===== src/rtl/branch_predictor.sv =====
// branch_predictor: 16-entry direct-mapped BTB with 2-bit counters and a
// registered mispredict/redirect pulse.
// The optional BP_STATS_EN macro adds the branch_count and
// mispredict_count statistics outputs.
module branch_predictor (
  input  logic        clk,
  input  logic        rst,
  input  logic        f_valid,
  input  logic [31:0] f_pc,
  output logic        pred_taken,
  output logic [31:0] pred_target,
  input  logic        ex_valid,
  input  logic        ex_is_jump,
  input  logic [31:0] ex_pc,
  input  logic        ex_taken,
  input  logic [31:0] ex_target,
  input  logic        ex_pred_taken,
  input  logic [31:0] ex_pred_target,
  output logic        mispredict,
  output logic [31:0] redirect_pc
`ifdef BP_STATS_EN
  ,
  output logic [31:0] branch_count,
  output logic [31:0] mispredict_count
`endif
);

  localparam int ENTRIES = 16;

  logic        valid_q [ENTRIES];
  logic [25:0] tag_q   [ENTRIES];
  logic [31:0] tgt_q   [ENTRIES];
  logic [1:0]  ctr_q   [ENTRIES];
  logic        mp_q;
  logic [31:0] redir_q;

  logic [3:0]  f_idx, ex_idx;
  logic        f_hit, ex_hit;
  logic        wr_en, wr_tgt, mp_d;
  logic [1:0]  ctr_d;
  logic [31:0] redir_d;

  // pc[1:0] is always zero for aligned instructions and never indexes the table
  logic unused_pc_bits;
  assign unused_pc_bits = ^{f_pc[1:0], ex_pc[1:0]};

  assign f_idx  = f_pc[5:2];
  assign ex_idx = ex_pc[5:2];

  // Lookup reads the registered table only, so a same-cycle update is not bypassed
  always_comb begin
    f_hit       = f_valid & valid_q[f_idx] & (tag_q[f_idx] == f_pc[31:6]);
    pred_taken  = f_hit & ctr_q[f_idx][1];
    pred_target = pred_taken ? tgt_q[f_idx] : f_pc + 32'd4;
  end

  // Resolve-side next state: counter update, allocation and mispredict detection
  always_comb begin
    ex_hit  = valid_q[ex_idx] & (tag_q[ex_idx] == ex_pc[31:6]);
    wr_en   = ex_valid & (ex_hit | ex_taken);
    wr_tgt  = ex_valid & ex_taken;
    ctr_d   = ctr_q[ex_idx];
    if (ex_is_jump)        ctr_d = 2'd3;
    else if (!ex_hit)      ctr_d = 2'd2;
    else if (ex_taken)     ctr_d = (ctr_q[ex_idx] == 2'd3) ? 2'd3 : ctr_q[ex_idx] + 2'd1;
    else                   ctr_d = (ctr_q[ex_idx] == 2'd0) ? 2'd0 : ctr_q[ex_idx] - 2'd1;
    mp_d    = ex_valid & ((ex_taken != ex_pred_taken) |
                          (ex_taken & (ex_target != ex_pred_target)));
    redir_d = ex_taken ? ex_target : ex_pc + 32'd4;
  end

  // Table write: hit updates in place, taken miss allocates over the old occupant
  always_ff @(posedge clk or posedge rst) begin
    if (rst) begin
      for (int i = 0; i < ENTRIES; i++) begin
        valid_q[i] <= 1'b0;
        tag_q[i]   <= '0;
        tgt_q[i]   <= '0;
        ctr_q[i]   <= 2'd1;
      end
    end else if (wr_en) begin
      valid_q[ex_idx] <= 1'b1;
      tag_q[ex_idx]   <= ex_pc[31:6];
      ctr_q[ex_idx]   <= ctr_d;
      if (wr_tgt) tgt_q[ex_idx] <= ex_target;
    end
  end

  // One-cycle redirect pulse; redirect_pc holds between pulses
  always_ff @(posedge clk or posedge rst) begin
    if (rst) begin
      mp_q    <= 1'b0;
      redir_q <= '0;
    end else begin
      mp_q <= mp_d;
      if (mp_d) redir_q <= redir_d;
    end
  end

  assign mispredict  = mp_q;
  assign redirect_pc = redir_q;

`ifdef BP_STATS_EN
  logic [31:0] br_cnt_q, mp_cnt_q;

  // Saturating event counters
  always_ff @(posedge clk or posedge rst) begin
    if (rst) begin
      br_cnt_q <= '0;
      mp_cnt_q <= '0;
    end else begin
      if (ex_valid && br_cnt_q != '1) br_cnt_q <= br_cnt_q + 32'd1;
      if (mp_d && mp_cnt_q != '1)     mp_cnt_q <= mp_cnt_q + 32'd1;
    end
  end

  assign branch_count     = br_cnt_q;
  assign mispredict_count = mp_cnt_q;
`endif

endmodule


===== config.mk =====
export PLATFORM = sky130hd
export DESIGN_NAME = branch_predictor
export DESIGN_NICKNAME = d
export VERILOG_FILES = /design/src/rtl/branch_predictor.sv
export SDC_FILE = /design/constraint.sdc
export NUM_CORES = 2
export LEC_CHECK = 0
export CORE_ASPECT_RATIO = 2
export CORE_MARGIN = 5
export CORE_UTILIZATION = 47
export CTS_BUF_LIST = sky130_fd_sc_hd__clkbuf_4 sky130_fd_sc_hd__clkbuf_8
export CTS_CLUSTER_DIAMETER = 150
export DETAILED_ROUTE_END_ITERATION = 8
export SYNTH_ARGS = -nofsm -noshare
export SYNTH_HDL_FRONTEND = slang
export SYNTH_SLANG_ARGS = --single-unit

===== constraint.sdc =====
create_clock -name clk -period 88.1 [get_ports clk]
set_input_delay 17.62 -clock clk [delete_from_list [all_inputs] [get_ports clk]]
set_output_delay 17.62 -clock clk [all_outputs]
set_load 0.02 [all_outputs]

Yosys cells after proc, flatten, opt, wreduce, memory -nomap -nowiden
Cells that the tools add are included.

cells by class
  reduce and logical (&&, ||, !) cells = 3
  equal/unequal tests = 5
  add/subtract/negate cells = 4
  order comparisons = 3
  multiplexer cells = 39
  bitwise logic cells = 13

operators with widths
  operator                 number
  $bwmux W512              1
  $bwmux W416              1
  $bmux W26 S4             2
  $mux W32                 5
  $mux W26                 5
  $bmux W32 S4             1
  $demux W32 S4            1
  $demux W26 S4            1
  $add A32 B3 Y32 const B  2
  $eq A26 B26 Y1           2
  $bwmux W32               1
  $ne A32 B32 Y1           1
  $mux W2                  10
  $bmux W2 S4              2
  $or A16 B16 Y16          1
  $ge A5 B5 Y1 const B     2
  $not A4 Y5               2
  $and A1 B1 Y1            8
  $bmux W1 S4              2
  $demux W2 S4             1
  $lt A5 B1 Y1 const B     1
  $mux W1                  5
  $demux W1 S4             1
  $add A2 B1 Y2 const B    1
  7 further kinds          8

word-level totals
  input port bits = 135
  register bits after elaboration = 1009
  output and inout bits = 66
  logic and storage cells = 133

Longest topological paths before layout
  word-level depth = 10
  mapped depth = 16
  gate-level depth less buffers = 9

Worst setup path after synthesis
OpenSTA, ideal clock, no wires.

  path type = input-to-output
  start point = input f_pc[2]
  end point = output pred_target[2]
  data required time = 70.480 ns
  data arrival time = 20.949 ns
  cell stages on the path = 11
  slack = 49.531 ns
  buffers on the path = 5
  cells stage by stage = buf_2 > buf_2 > clkbuf_1 > mux4_2 > mux4_2 > xor2_1 > nor3_1 > and4_1 > clkbuf_1 > buf_2 > mux2i_1

between the ends
  word-level cells in the longest chain between the ends = 8
  elaborated cells between the ends (all ways) = 19
  classes of those cells = add/sub (1); eq/ne (1); mux (13); bitwise (4)

RTL lines
  element                                                                 line    text
  start, declared                                                         9       input logic [31:0] f_pc,
  $not A4 Y5 (not written as such) *                                      52, 53
  $bmux W26 S4 or $bmux W1 S4 (tied branches)                             52      f_hit = f_valid & valid_q[f_idx] & (tag_q[f_idx] == f_pc[31:6]);
  $mux W26 (not written as such) or $mux W1 (tied branches) (2 in a row)  52
  $eq A26 B26 Y1 or $and A1 B1 Y1 (tied branches)                         52
  $and A1 B1 Y1                                                           52
  $and A1 B1 Y1 *                                                         53      pred_taken = f_hit & ctr_q[f_idx][1];
  named net pred_taken                                                    10      output logic pred_taken,
  $mux W32 *                                                              54      pred_target = pred_taken ? tgt_q[f_idx] : f_pc + 32'd4;
  end, declared                                                           11      output logic [31:0] pred_target,

Mark *: on every way through the listed nets, which the timed path passes. The rest lies on a longest branch. The select of a mux whose other input is x is not followed.

Final worst setup path
  start point = input f_pc[2]
  end point = output pred_target[25]

between the ends
  word-level cells in the longest chain between the ends = 8
  elaborated cells between the ends (all ways) = 19
  classes of those cells = add/sub (1); eq/ne (1); mux (13); bitwise (4)

RTL lines
  element                                                                 line
  $not A4 Y5 (not written as such)                                        52, 53, 54
  $bmux W26 S4 or $bmux W1 S4 (tied branches)                             52
  $mux W26 (not written as such) or $mux W1 (tied branches) (2 in a row)  52
  $eq A26 B26 Y1 or $and A1 B1 Y1 (tied branches)                         52
  $and A1 B1 Y1                                                           52
  $and A1 B1 Y1                                                           53
  $mux W32 *                                                              54

Every way passes the cells marked *; elsewhere a longest branch is shown, timed or not. The select of a mux whose other input is x is not followed.

==> flow_summary.yaml <==
floorplanning:
  fp-row-count: 172
  dieArea_sq_um: 118000
  die_w_um: 245
  die_y_um: 481
  start_util: 0.473
  ioPinCount: 201
  core_sq_um: 110000
setup_path:
  required_ps: 70480
  end_kind: "output port"
  path_class: "input port to output port"
  critPathLaunch: "f_pc[2]"
  crit_path_max_fanout: 74
  r2r_start: "tag_q[17]"
  worstSetupStartpointType: "input port"
  crit_arrival_ps: 23420
detailed_routing:
  drtAntennaViolNets: 0
  dr_total_vias: 32881
  drt-met1-wl_um: 62600
  drt_drc_violations_left: 0
  top_layer_used: "met5"
  wl_met3_um: 9550
  wirelength_um: 169000
  via_per_inst: 6.33
  drt-initial-drc-count: 2443
  drt_pass1_iterations: 5
  wl_per_cell_um: 32.6
  met2_length_um: 86600
synthesis:
  synthMuxAreaShare: 0.400
  synth_edf_count: 0
  postSynthCellCount: 3506
  synthSimpleGateAreaFrac: 0.0309
  synthXorXnorAreaFrac: 0.0227
  synthFlopType: "dfrtp_1"
  ys_types: 73
  synth_top_area_cell: "dfrtp_1"
  synth_adder_area_share: 0.00159
  yosysSeqAreaShare: 0.486
  syn-num-nets: 3646
  synth_top_family_by_area: "multiplexers"
  synth_area_sq_um: 52000
  yosysWarnings: 0
  ys_ff_latch: 1009
  synth_compound_area_frac: 0.0251
  synthTopCellsByArea: "dfrtp_1 (48%), mux2_2 (21%), mux4_2 (16%)"
  async_flop_share: 1.00
  synth_top_area_frac: 0.478
  postSynthAreaPerCell_sq_um: 14.8
cts:
  cts_resized: 0
  cts_root_buffer: "clkbuf_8"
  postCtsSetupBuffers: 0
  clkSlewWorstSetupHoldPaths_ps: 60
  cts_buffers: 150
  cts_tree: "yes"
  clock_path_buffers: 3
  clock_sink_count: 1009
  clk_latency_ps: 860
  holdBufCountCts: 0
  cts_htree_levels: 4
timing:
  finalCritPeriodShare: 0.466
  hold_violations: 0
  max_slew_margin: 0.161
  setup_tns_ps: 0
  fmax_mhz: 24.4
  worst_slew_pin_slew_ps: 1250
  rsz0062_at_grt: "false"
  fin_skew_ps: 38.0
  fin_crit_ps: 41040
  setup_viol: 0
  maxSlewViolCount: 0
power:
  vdd_drop_max_v: 0.0000144
  leakage_nw: 25.1
  power_density_nw_per_um2: 22.3
worst_hold_path:
  hold_start: "tgt_q[325]"
  worstHoldPathType: "flop to flop"
placement:
  dpl.cell_count: 4917
  dp_hpwl_um: 110000
  placed_cell_area_sq_um: 55000
  place_congestion: 0.933
  port_buffers: 200
job:
  drv_cap: 0
grt:
  grtUsageTotal: 0.287
  grt_overflow: 0
  antenna_found_initial: 12
  grt_pass1_vias: 35912
  grt_max_degree: 135
  grt_pass1_wl_um: 248000
final_layout:
  fin_nets: 3730
  fin_cells: 5192
  nFillCells: 9168
  area_growth_pct: 12.0
  layout-drive-gt1-share: 0.482
  multi_input_area_sq_um: 25100
  regArea_sq_um: 25300
  finalInstanceArea_sq_um: 58300
status:
  run_status: "complete, no violations"
## kinds of logic after synthesis
logic type,after synthesis
flip-flops,1009
AND/OR/NAND/NOR,328
AO/OA/AOI/OAI,174
buffers and inverters,375
XOR/XNOR,135
multiplexers,1478
adder cells (fa/ha/maj),7
## worst max-delay path, stage by stage
cell             delay [ps]
buf_8                   530
buf_4                   900
mux4_2                  610
mux4_2                  510
xnor2_1                 290
nand4_1                 300
nor3_1                  560
and4_2                 1000
mux2_2                  420
clkdlybuf4s50_1         540
## cell usage after synthesis, drive strengths merged, types with 6 or more instances
master	count
nor3	15
o21a	10
nand4	22
mux4	377
and4	7
o22ai	7
o211ai	6
a211oi	7
a221oi	8
dfrtp	993
a22oi	21
mux2	1022
clkbuf	177
o32a	6
or2	14
nand3	45
nand2	112
a22o	6
inv	22
nor2	50
nand2b	10
and2	11
xor2	57
and3	18
xnor2	78
dfstp	16
buf	175
o21ai	42
mux2i	79
nor4	11
nor2b	9
a21oi	12
## flip-flops by register name, indices dropped and copies added (netlist names)
signal,cells
ctr_q,32
valid_q,16
mispredict,1
tgt_q,512
redirect_pc,32
tag_q,416
## per-layer routing
metal  up-vias  track usage
met1     17769        0.339
met3       441       0.0525
met4        10        0.149
met5         -            0
li1      13326            -
met2      1335        0.498
## layout by cell type, fill, tap and decap left out, types with 13 or more instances in the layout
cell and count:
buf_4 87, and3_1 18, nor2_1 48, dfrtp_1 993, mux4_2 376, o21ai_0 39
nand2_1 99, clkinv_2 18, mux2_2 973, mux2_1 41, nand3_1 45, nand4_1 22
xor2_1 57, clkbuf_8 200, inv_1 21, clkbuf_4 39, nand2_2 13, clkdlybuf4s50_1 191
a22oi_1 21, nor3_1 15, mux2i_1 79, xnor2_1 78, dfstp_2 16, or2_2 14
## power by group
group / switching (mW) / leakage, nW / internal, mW
combinational: 0.117 / 10.6 / 0.156
clock: 0.187 / 1.75 / 0.227
sequential: 0.0581 / 12.8 / 0.554
total: 0.362 / 25.1 / 0.938
## through the flow
step                hold WS, ps  power (mW)  utilization  worst slack, ps
finish                      499        1.30        0.530            47060
global placement            477       0.876        0.500            47080
CTS                         502        1.31        0.530            46930
global route                509        1.36        0.530            46730
floorplan                   451       0.801            -            42120
detailed placement          486       0.894        0.500            46950
## worst paths after layout
check,end,slack (ps),depth (start not counted)
min,tgt_q[325],500,1
min in group asynchronous,tgt_q[72],17360,2
max in group asynchronous,tag_q[348],64580,8
min reg2reg,tgt_q[325],500,1
max,pred_target[25],47060,10
max reg2reg,tag_q[9],83050,11
## layout make-up
type                       instances  area share
inverter                          23     0.00161
timing repair buffer             284      0.0451
clock inverter                    30     0.00436
clock buffer                     238      0.0520
sequential                      1009       0.434
tap                             1479      0.0318
multi-input combinational       2122       0.431
antenna                            7    0.000301
(Power assumes the default switching activity.)
